## config.mk

```make
export PLATFORM = sky130hd
export DESIGN_NAME = four_bit_serial_subtractor
export DESIGN_NICKNAME = d
export VERILOG_FILES = /design/src/rtl/four_bit_serial_subtractor.sv
export SDC_FILE = /design/constraint.sdc
export NUM_CORES = 1
export LEC_CHECK = 0
export BUFFER_PORTS_ARGS = -buffer_cell sky130_fd_sc_hd__buf_2
export CAP_MARGIN = 20
export CORE_UTILIZATION = 50
export CTS_CLUSTER_DIAMETER = 80
export DETAILED_ROUTE_END_ITERATION = 12
export MAX_ROUTING_LAYER = met4
export PLACE_DENSITY = 0.73
export SLEW_MARGIN = 10
export SYNTH_ARGS = -nofsm -noshare
export SYNTH_HDL_FRONTEND = slang
export SYNTH_SLANG_ARGS = --single-unit
```

## constraint.sdc

```tcl
create_clock -name clk -period 1.8 [get_ports clk]
set_input_delay 0 -clock clk [delete_from_list [all_inputs] [get_ports clk]]
set_output_delay 0 -clock clk [all_outputs]
set_load 0.1 [all_outputs]
```

## src/rtl/four_bit_serial_subtractor.sv

```systemverilog
// Bit-serial subtractor D = A - B, LSB first, one full-subtractor cell plus borrow flop.
// Optional saturation of D on signed overflow is enabled by defining SERIAL_SUB_SAT_EN.
module four_bit_serial_subtractor #(
  parameter int unsigned N = 4
) (
  input  logic         clk,
  input  logic         rst,
  input  logic         start,
  input  logic [N-1:0] A,
  input  logic [N-1:0] B,
  output logic [N-1:0] D,
  output logic         borrow,
  output logic         ovf,
  output logic         busy,
  output logic         done
);

  localparam int unsigned CntW = $clog2(N);

  typedef enum logic [1:0] {StIdle, StRun, StDone} state_e;

  state_e state_q, state_d;

  logic [N-1:0]    sha_q, shb_q, dif_q, d_q;
  logic [CntW-1:0] cnt_q;
  logic            br_q, borrow_q, ovf_q;

  logic            a_bit, b_bit, d_bit, br_next;
  logic            accept, last;
  logic [N-1:0]    diff_full, result;

  assign a_bit     = sha_q[0];
  assign b_bit     = shb_q[0];
  assign d_bit     = a_bit ^ b_bit ^ br_q;
  assign br_next   = (~a_bit & b_bit) | (~(a_bit ^ b_bit) & br_q);
  assign diff_full = {d_bit, dif_q[N-1:1]};

  assign accept = start && (state_q != StRun);
  assign last   = (state_q == StRun) && (cnt_q == CntW'(N - 1));

`ifdef SERIAL_SUB_SAT_EN
  // On the last cycle a_bit is the minuend sign, which selects the saturation direction.
  always_comb begin
    result = diff_full;
    if (br_q ^ br_next) begin
      result = a_bit ? {1'b1, {(N-1){1'b0}}} : {1'b0, {(N-1){1'b1}}};
    end
  end
`else
  assign result = diff_full;
`endif

  always_ff @(posedge clk or posedge rst) begin
    if (rst) begin
      state_q <= StIdle;
    end else begin
      state_q <= state_d;
    end
  end

  always_comb begin
    state_d = state_q;
    unique case (state_q)
      StIdle:  if (start) state_d = StRun;
      StRun:   if (last)  state_d = StDone;
      StDone:  if (start) state_d = StRun;
      default: state_d = StIdle;
    endcase
  end

  always_comb begin
    busy = (state_q == StRun);
    done = (state_q == StDone);
  end

  always_ff @(posedge clk or posedge rst) begin
    if (rst) begin
      sha_q    <= '0;
      shb_q    <= '0;
      dif_q    <= '0;
      br_q     <= 1'b0;
      cnt_q    <= '0;
      d_q      <= '0;
      borrow_q <= 1'b0;
      ovf_q    <= 1'b0;
    end else if (accept) begin
      sha_q <= A;
      shb_q <= B;
      dif_q <= '0;
      br_q  <= 1'b0;
      cnt_q <= '0;
    end else if (state_q == StRun) begin
      sha_q <= sha_q >> 1;
      shb_q <= shb_q >> 1;
      dif_q <= diff_full;
      br_q  <= br_next;
      cnt_q <= cnt_q + CntW'(1);
      if (last) begin
        d_q      <= result;
        borrow_q <= br_next;
        ovf_q    <= br_q ^ br_next;
      end
    end
  end

  assign D      = d_q;
  assign borrow = borrow_q;
  assign ovf    = ovf_q;

endmodule
```

==> impl_metrics.env, run 1 <==
export IMPL_hpwlAfterDp_um=1130
export IMPL_synth_most_common_cell="dfrtp_1"
export IMPL_numPlacedInstances=116
export IMPL_cp_required_ns=1.80
export IMPL_post_cts_setup_buffer_count=0
export IMPL_die_w_um=47.3
export IMPL_avgSynthCellArea_um2=14.1
export IMPL_pre_cts_slack_ns=0.393
export IMPL_fin_crit_ns=1.63
export IMPL_port_buffers=18
export IMPL_drtPass1Iterations=2
export IMPL_ys_ff_latch=22
export IMPL_syn_inst=73
export IMPL_antenna_cells=0
export IMPL_grt_pass1_vias=551
export IMPL_skew_ns=0.00680
export IMPL_cp_max_fo=6
export IMPL_timing_final_crit_share=0.905
export IMPL_synth_area_leaders="dfrtp_1 (54%), mux2_2 (21%), mux2i_1 (4.9%), mux2_4 (2.9%), and2b_1 (2.2%)"
export IMPL_synth_commonest_cells="dfrtp_1 (22), mux2_2 (19), inv_1 (6)"
export IMPL_fmax_mhz=614
export IMPL_yosysWarnings=0
export IMPL_finalSetupViolations=0
export IMPL_syn_area_um2=1030
export IMPL_finalSetupTns_ns=0
export IMPL_synth_edf_count=0
export IMPL_hold_slack_ns=0.0403
export IMPL_top_usage_layer="met2"
export IMPL_outcome="finished clean"
export IMPL_syn_to_final_growth_pct=16.2
export IMPL_design_die_area_um2=2240
export IMPL_relSlewSlack=0.445
export IMPL_clkTransAtPathRegs_ns=0.12
export IMPL_instances_no_fill=123
export IMPL_start_kind="register"
export IMPL_r2r_setup_slack_ns=0.39
export IMPL_drc_errors=0
export IMPL_clk_insertion_delay_late_ns=0.30
export IMPL_core_um2=1940
export IMPL_wire_per_inst_um=12.8
export IMPL_grt_max_degree=23
export IMPL_initial_core_util=0.528
export IMPL_cts_hold_buf=3
export IMPL_tightest_slew_ns=0.832
export IMPL_antenna_found_initial=0
export IMPL_drive_gt1_frac=0.469
export IMPL_synth_main_ff_cell="dfrtp_1"
export IMPL_syn_num_nets=86
export IMPL_synth_top_area_cell="dfrtp_1"
export IMPL_grt_pass1_wl_um=2600
export IMPL_use_met3=0.0462
export IMPL_drt_initial_drc_count=5
export IMPL_ios=19
export IMPL_clock_sinks=22
export IMPL_ys_types=18
export IMPL_htree_levels=1
export IMPL_die_h_um=47.3
export IMPL_row_count=16
export IMPL_rsz0062_at_grt="false"
export IMPL_ant_nets=0
export IMPL_cts_resized=0
export IMPL_met2_usage=0.290
export IMPL_hold_viol=0
export IMPL_worstHoldPathType="in -> reg"
export IMPL_drv_slew=0
export IMPL_max_cap_violations=0
export IMPL_finalWorstSetupSlack_ns=0.172
export IMPL_globalRouteTotalUtil=0.184
export IMPL_cts_tree="built"
export IMPL_endpoint_kind="primary output"
export IMPL_ys_seq_area_frac=0.537
export IMPL_gp_congestion=0.717
export IMPL_wl_um=1580
export IMPL_met1_usage=0.212
export IMPL_synthArstFlopShare=1.00
export IMPL_synth_top_area_share=0.537
export IMPL_vias_per_cell=4.84
export IMPL_cp_data_arrival_time_ns=1.63
export IMPL_clk_path_buf_depth=2
export IMPL_cts_buffers=3
export IMPL_layout_nets=110
export IMPL_path_class="reg -> out"
export IMPL_cts_root_buf="clkbuf_4"
export IMPL_vias=595
export IMPL_grt_overflow=0
==> logic make-up (layout without fill, tap and decap cells) <==
group / Yosys count / count (layout) / synth area share
multiplexers: 26 / 26 / 0.287
buffers and inverters: 9 / 32 / 0.0549
adder cells (fa/ha/maj): 2 / 2 / 0.0317
XOR/XNOR: 1 / 1 / 0.00854
AND/OR/NAND/NOR: 11 / 11 / 0.0671
flip-flops: 22 / 22 / 0.537
AO/OA/AOI/OAI: 2 / 2 / 0.0146
==> layout by cell type (no fill, tap or decap) <==
| master | n |
|---|---|
| fa_1 | 1 |
| nand3b_1 | 1 |
| mux2_4 | 2 |
| nor2b_2 | 1 |
| mux2_2 | 19 |
| o22ai_1 | 1 |
| nor2_1 | 2 |
| a22o_1 | 1 |
| buf_2 | 18 |
| xnor2_1 | 1 |
| nor2b_1 | 1 |
| dlygate4sd3_1 | 3 |
| inv_1 | 6 |
| clkbuf_4 | 3 |
| ha_1 | 1 |
| nand2b_1 | 3 |
| and2b_1 | 3 |
| buf_4 | 1 |
| dfrtp_1 | 22 |
| clkbuf_8 | 1 |
| mux2i_1 | 5 |
==> per-stage QoR <==
step / util / cell area (um2)
CTS: 0.614 / 1190
global route: 0.614 / 1190
detailed placement: 0.580 / 1130
global placement: 0.580 / 1130
floorplan: - / 1030
finish: 0.614 / 1190
==> path summary, 6_finish.rpt <==
kind | endpoint | from | cells after the start
hold reg to reg | cnt_q[0] | cnt_q[0] | 1
hold / removal | shb_q[0] | B[0] | 3
setup reg to reg | ovf | br_q | 4
setup / recovery | busy | state_q[1] | 3
min in group asynchronous | sha_q[1] | rst | 3
max in group asynchronous | shb_q[1] | rst | 3
==> metal layers <==
layer  share of wire  wire [um]  up-vias
met1            0.45        712      292
met4          0.0095         15        0
met5               0          0        -
met2            0.51        808       11
met3           0.025         40        2
li1                -          -      290
==> sequential cells by signal, summed over array words and instances, names as in the netlist <==
signal	cells
cnt_q	2
sha_q	4
D	4
state_q	2
borrow	1
shb_q	4
br_q	1
ovf	1
dif_q	3
==> critical path: stages (launching register included) <==
cell and delay [ns]:
dfrtp_1 0.41, nand2b_1 0.27, inv_1 0.20, buf_2 0.46
==> area by class of cell <==
type                            instances  area [um2]
Fill cell                             173         749
Inverter                                6        22.5
Sequential cell                        22         551
Tap cell                               27        33.8
Timing Repair Buffer                   22         128
Clock buffer                            4        36.3
Multi-Input combinational cell         42         422
Power of run 1 is not shown: default switching activity piles up to over one toggle a cycle in this logic, so the estimate is an artifact.
==> run 2: changes to the inputs <==
Settings changed: CORE_ASPECT_RATIO set to 0.9.
==> run 2 against run 1 <==
Critical path depth unchanged. Routed wire length grew 0.44%. Clock skew decreased by 0.0048 ns. Sequential share of layout area grew 0.34 points. Largest cell class unchanged.
==> impl_metrics.env, run 2 (synthesis gave the netlist of run 1 again) <==
export IMPL_outcome="finished clean"
export IMPL_start_kind="register"
export IMPL_core_um2=1910
export IMPL_fin_crit_ns=1.66
export IMPL_cts_root_buf="clkbuf_4"
export IMPL_hpwlAfterDp_um=1140
export IMPL_antenna_found_initial=0
export IMPL_port_buffers=18
export IMPL_finalSetupTns_ns=0
export IMPL_finalSetupViolations=0
export IMPL_ant_nets=0
export IMPL_most_common_layout_cells="dfrtp_1 (22), mux2_2 (19), buf_2 (18)"
export IMPL_vias=597
export IMPL_grt_pass1_wl_um=2640
export IMPL_grt_overflow=0
export IMPL_skew_ns=0.00198
export IMPL_antenna_cells=0
export IMPL_die_h_um=45.0
export IMPL_drv_slew=0
export IMPL_path_class="reg -> out"
export IMPL_htree_levels=1
export IMPL_relSlewSlack=0.443
export IMPL_timing_final_crit_share=0.925
export IMPL_drt_initial_drc_count=4
export IMPL_rsz0062_at_grt="false"
export IMPL_fmax_mhz=601
export IMPL_r2r_cells=3
export IMPL_drtPass1Iterations=3
export IMPL_cp_required_ns=1.80
export IMPL_gp_congestion=0.676
export IMPL_cts_resized=0
export IMPL_min_path_cells=3
export IMPL_hold_path_endpoint="shb_q[0]"
export IMPL_cts_tree="built"
export IMPL_clock_sinks=22
export IMPL_hold_slack_ns=0.0503
export IMPL_clkTransAtPathRegs_ns=0.11
export IMPL_drc_errors=0
export IMPL_clk_path_buf_depth=2
export IMPL_hold_start="B[0]"
export IMPL_endpoint_kind="primary output"
export IMPL_ios=19
export IMPL_cts_hold_buf=3
export IMPL_layout_nets=111
export IMPL_r2r_setup_slack_ns=0.39
export IMPL_row_count=15
export IMPL_tightest_slew_ns=0.834
export IMPL_hold_viol=0
export IMPL_r2r_start="sha_q[0]"
export IMPL_cp_max_fo=7
export IMPL_design_die_area_um2=2240
export IMPL_grt_max_degree=23
export IMPL_grt_pass1_vias=608
export IMPL_vias_per_cell=4.93
export IMPL_syn_to_final_growth_pct=15.4
export IMPL_cts_buffers=3
export IMPL_max_cap_violations=0
export IMPL_rr_endpoint="ovf"
export IMPL_worstHoldPathType="in -> reg"
export IMPL_fin_util=0.618
export IMPL_cp_data_arrival_time_ns=1.66
export IMPL_wl_um=1580
export IMPL_wire_per_inst_um=13.1
export IMPL_globalRouteTotalUtil=0.169
export IMPL_die_w_um=49.8
export IMPL_post_cts_setup_buffer_count=0
export IMPL_drive_gt1_frac=0.469
export IMPL_clk_insertion_delay_late_ns=0.30
export IMPL_layout_commonest_cell="dfrtp_1"
export IMPL_initial_core_util=0.536
-- run 2: worst max path at each step --
| stage | start | end | slack, ns | cells past startpoint |
|---|---|---|---|---|
| after global routing | state_q[1] | busy | 0.07 | 3 |
| after detailed placement | sha_q[0] | ovf | 0.40 | 3 |
| after floorplan | state_q[1] | state_q[1] | 0.27 | 3 |
| final | state_q[1] | busy | 0.14 | 3 |
| after global placement | sha_q[0] | ovf | 0.42 | 3 |
| after CTS | state_q[1] | busy | 0.13 | 3 |
-- run 2: final cells by class --
type / instances / area [um2]
tap: 25 / 31.3
multi-input combinational: 42 / 422
clock buffer: 3 / 22.5
sequential: 22 / 551
inverter: 6 / 22.5
timing repair buffer: 23 / 135
fill: 163 / 731
-- run 2: layer usage --
layer,global-route usage,routed length [um],vias to the layer above,share of wire
met5,-,0,-,0
met4,0.0343,0,0,0
met3,0.0606,69,0,0.044
met2,0.300,776,16,0.49
met1,0.186,738,286,0.47
li1,-,-,295,-
-- run 2: through the flow --
| stage | worst slack, ns | std cells | area (um2) |
|---|---|---|---|
| global placement | 0.420 | 115 | 1130 |
| finish | 0.136 | 121 | 1180 |
| detailed placement | 0.400 | 115 | 1130 |
| CTS | 0.127 | 121 | 1180 |
| floorplan | 0.270 | 73 | 1030 |
| global route | 0.0697 | 121 | 1180 |
-- run 2: critical path: stages, from the launching register on --
cell	delay, ns
dfrtp_1	0.40
nand2b_1	0.29
inv_1	0.22
buf_2	0.46
Power of run 2 is left out for the same reason.
==> run 3: changes to the inputs <==
Settings changed: CORE_UTILIZATION 50 to 53, PLACE_DENSITY 0.73 to 0.77.
==> run 3 against run 2 <==
Via count decreased by 0.84%. Sequential cell count unchanged. Routed wire length decreased by 4.0%. Critical path depth unchanged. Cell area increased by 1.1%. Maximum frequency increased by 2.2%. First-iteration DRC count increased by 25%.
==> impl_metrics.env, run 3 (synthesis gave the netlist of run 1 again) <==
export IMPL_outcome="finished clean"
export IMPL_drive_gt1_frac=0.474
export IMPL_htree_levels=1
export IMPL_grt_max_degree=23
export IMPL_ios=19
export IMPL_grt_overflow=0
export IMPL_vias=592
export IMPL_fin_crit_ns=1.63
export IMPL_skew_ns=0.00220
export IMPL_grt_pass1_vias=638
export IMPL_post_cts_setup_buffer_count=0
export IMPL_rsz0062_at_grt="false"
export IMPL_design_die_area_um2=2120
export IMPL_antenna_cells=0
export IMPL_drtPass1Iterations=4
export IMPL_ant_nets=0
export IMPL_clock_sinks=22
export IMPL_clk_path_buf_depth=2
export IMPL_antenna_found_initial=0
export IMPL_hold_start="B[1]"
export IMPL_die_w_um=48.4
export IMPL_most_common_layout_cells="dfrtp_1 (22), mux2_2 (19), buf_2 (18)"
export IMPL_initial_core_util=0.592
export IMPL_fillers=127
export IMPL_worstSetupStartpoint="state_q[1]"
export IMPL_fmax_mhz=614
export IMPL_hpwlAfterDp_um=1090
export IMPL_clkTransAtPathRegs_ns=0.12
export IMPL_start_kind="register"
export IMPL_cp_required_ns=1.80
export IMPL_core_um2=1730
export IMPL_instances_no_fill=121
export IMPL_globalRouteTotalUtil=0.174
export IMPL_endpoint_kind="primary output"
export IMPL_relSlewSlack=0.455
export IMPL_layout_commonest_cell="dfrtp_1"
export IMPL_syn_to_final_growth_pct=16.6
export IMPL_die_h_um=43.7
export IMPL_gp_congestion=0.668
export IMPL_worstHoldPathType="in -> reg"
export IMPL_vias_per_cell=4.89
export IMPL_cts_root_buf="clkbuf_4"
export IMPL_numPlacedInstances=114
export IMPL_drv_slew=0
export IMPL_clk_insertion_delay_late_ns=0.30
export IMPL_cp_data_arrival_time_ns=1.63
export IMPL_r2r_setup_slack_ns=0.40
export IMPL_path_class="reg -> out"
export IMPL_grt_pass1_wl_um=2660
export IMPL_row_count=14
export IMPL_wl_um=1520
export IMPL_cts_tree="built"
export IMPL_tightest_slew_ns=0.816
export IMPL_cts_resized=0
export IMPL_max_cap_violations=0
export IMPL_port_buffers=18
export IMPL_timing_final_crit_share=0.904
export IMPL_cp_max_fo=7
export IMPL_drc_errors=0
export IMPL_hold_viol=0
export IMPL_cts_buffers=3
export IMPL_wire_per_inst_um=12.6
export IMPL_finalSetupViolations=0
export IMPL_drt_initial_drc_count=5
export IMPL_finalSetupTns_ns=0
export IMPL_r2r_start="sha_q[0]"
export IMPL_layout_nets=111
## run 3: critical path, cell delays in order, from the launching register on
cell and delay [ns]:
dfrtp_1 0.40, nand2b_1 0.27, inv_1 0.20, buf_2 0.45
## run 3: timing repair
item,in CTS,in global routing
hold buffers,3,0
hold endpoints to repair,24,0
setup endpoints to repair,0,0
## run 3: stage by stage
step | instance area [um2] | worst slack (ns) | hold slack, ns | util
2_1_floorplan | 1030 | 0.270 | -0.0108 | -
3_3_place_gp | 1130 | 0.424 | 0.196 | 0.652
3_5_place_dp | 1130 | 0.407 | 0.196 | 0.652
4_1_cts | 1200 | 0.147 | 0.0370 | 0.690
5_1_grt | 1200 | 0.0671 | 0.0395 | 0.690
6_report | 1200 | 0.172 | 0.0476 | 0.690
## run 3: per-layer routing
metal | wire, um | track usage
met5 | 0 | -
met1 | 696 | 0.195
met4 | 6 | 0.0706
met3 | 43 | 0.0316
met2 | 772 | 0.313
## run 3: area by class of cell
type                    instances  area, um2  area share
inverters                       6       22.5      0.0188
clock buffers                   4       36.3      0.0303
flip-flops and latches         22        551       0.460
well taps                      24       30.0      0.0251
repair buffers                 23        135       0.113
multi-input cells              42        422       0.353
## run 3: final timing paths
path,to,cells after the start
worst max-delay path,busy,3
worst min-delay path,shb_q[1],3
worst max register to register,ovf,3
worst min register to register,cnt_q[0],1
max in group asynchronous,borrow,3
min in group asynchronous,sha_q[3],3
Power of run 3 is left out for the same reason.
